## config.mk

```make
export PLATFORM = sky130hd
export DESIGN_NAME = binary_erosion
export DESIGN_NICKNAME = d
export VERILOG_FILES = /design/src/rtl/binary_morph_pkg.sv /design/src/rtl/line_buffer_1b.sv /design/src/rtl/binary_erosion.sv
export SDC_FILE = /design/constraint.sdc
export NUM_CORES = 2
export LEC_CHECK = 0
export CORE_ASPECT_RATIO = 2
export CORE_MARGIN = 1
export CORE_UTILIZATION = 30
export CTS_CLUSTER_DIAMETER = 80
export DETAILED_ROUTE_END_ITERATION = 12
export GPL_TIMING_DRIVEN = 0
export PLACE_DENSITY = 0.52
export SYNTH_ARGS = -nofsm -noshare
export SYNTH_HDL_FRONTEND = slang
export SYNTH_SLANG_ARGS = --single-unit
```

## constraint.sdc

```tcl
create_clock -name clk -period 10.75 [get_ports clk]
set_clock_uncertainty 0.15 [all_clocks]
set_input_delay 2.15 -clock clk [delete_from_list [all_inputs] [get_ports clk]]
set_output_delay 2.15 -clock clk [all_outputs]
set_load 0.01 [all_outputs]
```

## src/rtl/binary_morph_pkg.sv

```systemverilog
// Shared constants, pipeline metadata type and helpers for the binary morphology blocks.
package binary_morph_pkg;

  localparam logic [7:0] WHITE = 8'hFF;
  localparam logic [7:0] BLACK = 8'h00;
  localparam int         LAT   = 3;

  // Sideband that travels alongside each pixel through the pipeline.
  typedef struct packed {
    logic en;
    logic hsync;
    logic vsync;
    logic border;
    logic over;
  } pixMeta_t;

  function automatic int clog2(input int value);
    int v;
    int r;
    v = value - 1;
    r = 0;
    while (v > 0) begin
      r++;
      v = v >> 1;
    end
    return r;
  endfunction

endpackage

```

## src/rtl/line_buffer_1b.sv

```systemverilog
// One-bit wide, DEPTH-deep simple dual-port line memory with a registered read port.
// A read and a write to the same address in one cycle return the previously stored bit.
module line_buffer_1b #(
  parameter int DEPTH  = 640,
  parameter int ADDR_W = 10
) (
  input  logic              clk,
  input  logic              rst,
  input  logic              wrEn_i,
  input  logic [ADDR_W-1:0] wrAddr_i,
  input  logic              wrData_i,
  input  logic [ADDR_W-1:0] rdAddr_i,
  output logic              rdData_o
);

  logic mem [0:DEPTH-1];
  logic rdData_q;

  always_ff @(posedge clk) begin
    if (wrEn_i) begin
      mem[wrAddr_i] <= wrData_i;
    end
  end

  // Only the output register is reset; the storage array keeps whatever it held.
  always_ff @(posedge clk or posedge rst) begin
    if (rst) begin
      rdData_q <= 1'b0;
    end else begin
      rdData_q <= mem[rdAddr_i];
    end
  end

  assign rdData_o = rdData_q;

endmodule

```

## src/rtl/binary_erosion.sv

```systemverilog
// 3x3 binary erosion of a 0x00/0xFF video stream; every output lags its input by 3 clocks.
// Define BORDER_PASS_EN to pass the input pixel through on border positions instead of black.
module binary_erosion
  import binary_morph_pkg::*;
#(
  parameter int IMG_WIDTH = 640,
  parameter int ADDR_W    = 10
) (
  input  logic       clk,
  input  logic       rst,
  input  logic [7:0] in_gary,
  input  logic       in_hsync,
  input  logic       in_vsync,
  input  logic       in_en,
  output logic [7:0] out_gary,
  output logic       out_hsync,
  output logic       out_vsync,
  output logic       out_en
);

  localparam int            CW      = ADDR_W + 1;
  localparam logic [CW-1:0] COL_END = CW'(IMG_WIDTH);
  localparam logic [CW-1:0] COL_TWO = CW'(2);

  if (ADDR_W < clog2(IMG_WIDTH)) begin : gAddrCheck
    $error("binary_erosion: ADDR_W too narrow for IMG_WIDTH");
  end

  logic [CW-1:0]     col_q, col_d;
  logic [1:0]        row_q, row_d;
  logic              enPrev_q;
  logic              pixIn;
  logic              inLine;
  logic              rowLow;
  logic [ADDR_W-1:0] rdAddr;
  pixMeta_t          meta0;
  logic              unusedGary;

  assign pixIn      = in_gary[7];
  assign unusedGary = ^in_gary[6:0];

  // Column one wider than the address so it can park at IMG_WIDTH for over-long lines.
  always_comb begin
    inLine = (col_q < COL_END);
    rowLow = in_vsync || (row_q < 2'd2);
    rdAddr = inLine ? col_q[ADDR_W-1:0] : '0;
    meta0  = '{en: in_en, hsync: in_hsync, vsync: in_vsync,
               border: rowLow || (col_q < COL_TWO) || !inLine, over: !inLine};
    col_d  = '0;
    if (in_en) begin
      col_d = inLine ? col_q + CW'(1) : col_q;
    end
    row_d = row_q;
    if (in_vsync) begin
      row_d = 2'd0;
    end else if (enPrev_q && !in_en && (row_q != 2'd2)) begin
      row_d = row_q + 2'd1;
    end
  end

  always_ff @(posedge clk or posedge rst) begin
    if (rst) begin
      col_q    <= '0;
      row_q    <= '0;
      enPrev_q <= 1'b0;
    end else begin
      col_q    <= col_d;
      row_q    <= row_d;
      enPrev_q <= in_en;
    end
  end

  logic              lb1Rd;
  logic              lb2Rd;
  logic              lb2WrEn_q;
  logic [ADDR_W-1:0] lb2WrAddr_q;

  line_buffer_1b #(.DEPTH(IMG_WIDTH), .ADDR_W(ADDR_W)) uLb1 (
    .clk      (clk),
    .rst      (rst),
    .wrEn_i   (in_en && inLine),
    .wrAddr_i (rdAddr),
    .wrData_i (pixIn),
    .rdAddr_i (rdAddr),
    .rdData_o (lb1Rd)
  );

  // LB2 is fed one clock later from LB1's registered read of the same column.
  line_buffer_1b #(.DEPTH(IMG_WIDTH), .ADDR_W(ADDR_W)) uLb2 (
    .clk      (clk),
    .rst      (rst),
    .wrEn_i   (lb2WrEn_q),
    .wrAddr_i (lb2WrAddr_q),
    .wrData_i (lb1Rd),
    .rdAddr_i (rdAddr),
    .rdData_o (lb2Rd)
  );

  logic     pix1_q;
  pixMeta_t meta1_q;
  pixMeta_t meta2_q;
  logic [2:0] winL_q, winM_q, winR_q;

  always_ff @(posedge clk or posedge rst) begin
    if (rst) begin
      pix1_q      <= 1'b0;
      meta1_q     <= '0;
      lb2WrEn_q   <= 1'b0;
      lb2WrAddr_q <= '0;
    end else begin
      pix1_q      <= pixIn;
      meta1_q     <= meta0;
      lb2WrEn_q   <= in_en && inLine;
      lb2WrAddr_q <= rdAddr;
    end
  end

  // Window columns hold {row r-2, row r-1, row r}; winR_q is the newest column.
  always_ff @(posedge clk or posedge rst) begin
    if (rst) begin
      winL_q  <= '0;
      winM_q  <= '0;
      winR_q  <= '0;
      meta2_q <= '0;
    end else begin
      if (meta1_q.en) begin
        winL_q <= winM_q;
        winM_q <= winR_q;
        winR_q <= {lb2Rd, lb1Rd, pix1_q};
      end
      meta2_q <= meta1_q;
    end
  end

  logic [7:0] gary_d;

  always_comb begin
    gary_d = BLACK;
    if (meta2_q.en) begin
      if (!meta2_q.border) begin
        gary_d = (&{winL_q, winM_q, winR_q}) ? WHITE : BLACK;
      end
`ifdef BORDER_PASS_EN
      else if (!meta2_q.over) begin
        gary_d = winR_q[0] ? WHITE : BLACK;
      end
`else
      else begin
        gary_d = BLACK;
      end
`endif
    end
  end

  always_ff @(posedge clk or posedge rst) begin
    if (rst) begin
      out_gary  <= BLACK;
      out_hsync <= 1'b0;
      out_vsync <= 1'b0;
      out_en    <= 1'b0;
    end else begin
      out_gary  <= gary_d;
      out_hsync <= meta2_q.hsync;
      out_vsync <= meta2_q.vsync;
      out_en    <= meta2_q.en;
    end
  end

endmodule
```

==> results.tsv <==
stage	metric	value	unit
clock_tree	Num Clock Sinks	1328	
grt	GRT Residual Overflow	0	
synth	Yosys Warn Count	0	
timing	Final min period	6.586	ns
floorplan	# rows	228	
clock_tree	clk buf depth	3	
job	Max Cap Viol	17	
floorplan	I/O Pins	24	
place	placer congestion estimate	1.034	
grt	vias in the first global route	45212	
outcome	violated checks	capacitance limit, slew limit	
power	Pwr Density	177.8	mW/mm^2
timing	Max Fclk	0.1518	GHz
worst_setup_path	RR Startpoint	col_q[8]	
layout	Final Util	34.41	%
worst_setup_path	Critical Path AT	6.96	ns
grt	initial antenna violation count	46	
worst_setup_path	RR Endpoint	uLb2.rdData_o	
clock_tree	TritonCTS clock tree	built	
detailed_routing	Antenna Nets Post-Route	0	
timing	worst hold margin	0.2090	ns
synth	mux share of post-synthesis cell area	5.547	%
worst_setup_path	Worst Setup EP	uLb2.rdData_o	
worst_setup_path	crit end category	register	
floorplan	Initial Utilization	30.27	%
synth	main combinational cell family by area after synthesis	simple AND/OR/NAND/NOR gates	
clock_tree	CTS buffer count	118	
floorplan	Total Die Area	0.1968	mm^2
worst_setup_path	critical path required time	11.12	ns
layout	# nets final	4905	
timing	worst slew pin tran	1.679	ns
power	worst vdd ir	0.1379	mV
place	DPL Wire Length	249200	um
synth	Synth cell types	96	
floorplan	Die W	314.2	um
grt	GR Util All Layers	36.13	%
power	sequential power share	49.2	%
timing	max_slew headroom	-11.94	%
clock_tree	post-CTS setup buffers	0	
grt	met2 usage	59.13	%
synth	Synth Area in Adders	0.04280	%
power	internal power	8.443	mW
place	placed insts	7297	
detailed_routing	1st-pass router iterations	8	
detailed_routing	Residual DRC	0	
detailed_routing	routed wire length	359400	um
clock_tree	H-tree depth	3	
worst_setup_path	Setup CP Type	reg2reg	
clock_tree	root buf cell	clkbuf_16	
worst_setup_path	CP startpoint	col_q[8]	
grt	GRT Max-Usage Layer	met2	
synth	syn avg cell area	12.37	um^2
synth	EDFF count, synth	1280	
timing	fin crit share	61.27	%
synth	mapped cell area	0.05847	mm^2
synth	ys async rst share	3.614	%
power	Comb pwr share	12.4	%
power	Switch Pwr	3.373	mW
clock_tree	worst skew pair latency	0.82	ns
floorplan	Core ar.	0.1931	mm^2
detailed_routing	1st-iter DRT viols	8082	
worst_setup_path	Worst Reg-to-Reg Cells	11	
grt	met3 Use GR	8.936	%
timing	final hold violation count	0	
synth	cells after synthesis	4726	
clock_tree	cts repair resizes	0	
grt	global-route wire length before repair	455500	um
layout	Area Overhead vs Synth	13.66	%
timing	Final setup viols	0	
timing	max-slew violation count	163	
synth	Post-Synth Simple-Gate Area	13.36	%
min_path	Hold WC Path Type	reg2reg	
layout	fin cells	7559	
detailed_routing	routed vias/inst	6.271	
grt	M1 GR Usage	34.35	%
synth	dominant synthesized flop cell	edfxtp_1	
timing	RSZ-0062 raised after global routing	false	
power	Total Power	11.82	mW
clock_tree	Reg clk slew, reported paths	0.07	ns
layout	ratio of cells with drive above 1 in the final layout	12.73	%
worst_setup_path	peak fanout along the critical path	10	
min_path	Hold Path Origin	meta2_q[2]	
synth	Syn Nets	4741	
synth	FF+latch count, synth	1328	
synth	complex-gate fraction of the synthesized area	9.583	%
place	I/O Buffers	16	
outcome	status	complete, but fails checks	
synth	post-synthesis xor/xnor area fraction	0.1198	%
worst_setup_path	register-to-register setup slack	4.16	ns
detailed_routing	wire per inst	47.55	um
power	Clk pwr share	38.4	%
detailed_routing	routed vias	47400	
floorplan	Chip Height	626.3	um
power	Sw Share	28.55	%
clock_tree	cts hold-fix bufs	0	
worst_setup_path	Startpoint Class	register	
grt	largest net degree at the start of global routing	176	
power	static leakage	19.70	nW
synth	sequential fraction of the synthesis area	67.80	%
==> per-layer routing <==
| layer | wire (um) | vias up |
|---|---|---|
| met5 | 77 | - |
| met4 | 51140 | 12 |
| met3 | 33060 | 1601 |
| met2 | 169900 | 3932 |
| met1 | 105300 | 24098 |
| li1 | - | 17757 |
==> Yosys cell counts (all sizes together), types with 28 or more instances <==
cell type / instances / area [um^2]
a211oi: 74 / 555.5
a21oi: 169 / 845.8
a221o: 31 / 310.3
a221oi: 104 / 917.1
a22oi: 45 / 337.8
a31oi: 28 / 175.2
buf: 223 / 1250
clkbuf: 198 / 743.2
dfrtp: 48 / 1201
edfxtp: 1280 / 38440
mux2: 102 / 1149
mux2i: 171 / 1712
nand2: 206 / 868.3
nand3: 92 / 478.0
nor2: 1361 / 5150
nor3: 51 / 304.1
o21ai: 116 / 599.3
o22ai: 57 / 356.6
==> worst max-delay path: stages (launching register included) <==
cell	delay, ns
dfrtp_1	0.36
buf_4	0.18
o21ai_4	0.62
nand2_2	0.58
clkinv_1	0.36
buf_2	0.75
clkbuf_1	1.10
a211oi_1	0.21
nor3_1	0.36
a31oi_1	0.17
o41ai_1	0.84
nand3_1	0.49
==> cells in the final DEF (no fill, tap or decap), drive strengths merged, types with 51 or more instances in the layout <==
master	Yosys	routed
a211oi	74	74
nor3	51	51
mux2	102	102
nand3	92	92
nand2	206	206
nor2	1361	1361
edfxtp	1280	1280
mux2i	171	171
clkinv	5	52
a221oi	104	104
o22ai	57	57
buf	223	251
o21ai	116	116
a21oi	169	169
clkbuf	198	344
==> layout make-up <==
cell class	count	area [um^2]
Multi-Input combinational cell	2955	16820
Fill cell	19164	126700
Tap cell	2530	3166
Antenna cell	40	100.1
Clock buffer	146	3122
Clock inverter	73	726.9
Sequential cell	1328	39640
Timing Repair Buffer	44	730.7
Inverter	22	82.58
Buffer	421	2066
==> kinds of logic after synthesis <==
family | after synthesis
simple gates | 1856
flops | 1328
compound gates | 799
buf+inv | 443
mux | 290
xor+xnor | 8
fa+ha+maj | 2
==> stage by stage <==
stage,setup WS (ns),setup TNS [ns],cell area [um^2]
detailed placement,4.475,0,62430
global placement,-9.205,-9182.16,61790
floorplan,1.395,0,58470
CTS,4.432,0,66280
finish,4.164,0,66450
global route,4.592,0,66380
==> power groups by stage <==
stage	sequential, mW	combinational (mW)	clock [mW]
2_1_floorplan	6.07	0.458	0
3_3_place_gp	6.26	1.21	0
6_report	5.82	1.47	4.53
4_1_cts	5.82	1.36	4.49
5_1_grt	5.82	1.41	4.65
3_5_place_dp	5.93	1.36	0
==> flip-flops by register name, summed over array words and instances (netlist names) <==
name           count
col_q             11
lb2WrAddr_q       10
lb2WrEn_q          1
meta1_q            4
meta2_q            4
out_en             1
out_gary           1
out_hsync          1
out_vsync          1
pix1_q             1
row_q              2
uLb1.mem         640
uLb1.rdData_o      1
uLb2.mem         640
uLb2.rdData_o      1
winL_q             3
winM_q             3
winR_q             3
==> worst min-delay path by stage <==
stage	endpoint	slack [ns]	cells after the start
2_1_floorplan	meta2_q[1]	0.18	0
3_3_place_gp	meta2_q[2]	0.18	0
3_5_place_dp	meta2_q[1]	0.20	0
4_1_cts	out_vsync	0.21	0
5_1_grt	meta2_q[1]	0.22	0
6_report	out_vsync	0.21	0
Power figures use the tool's default switching activity.
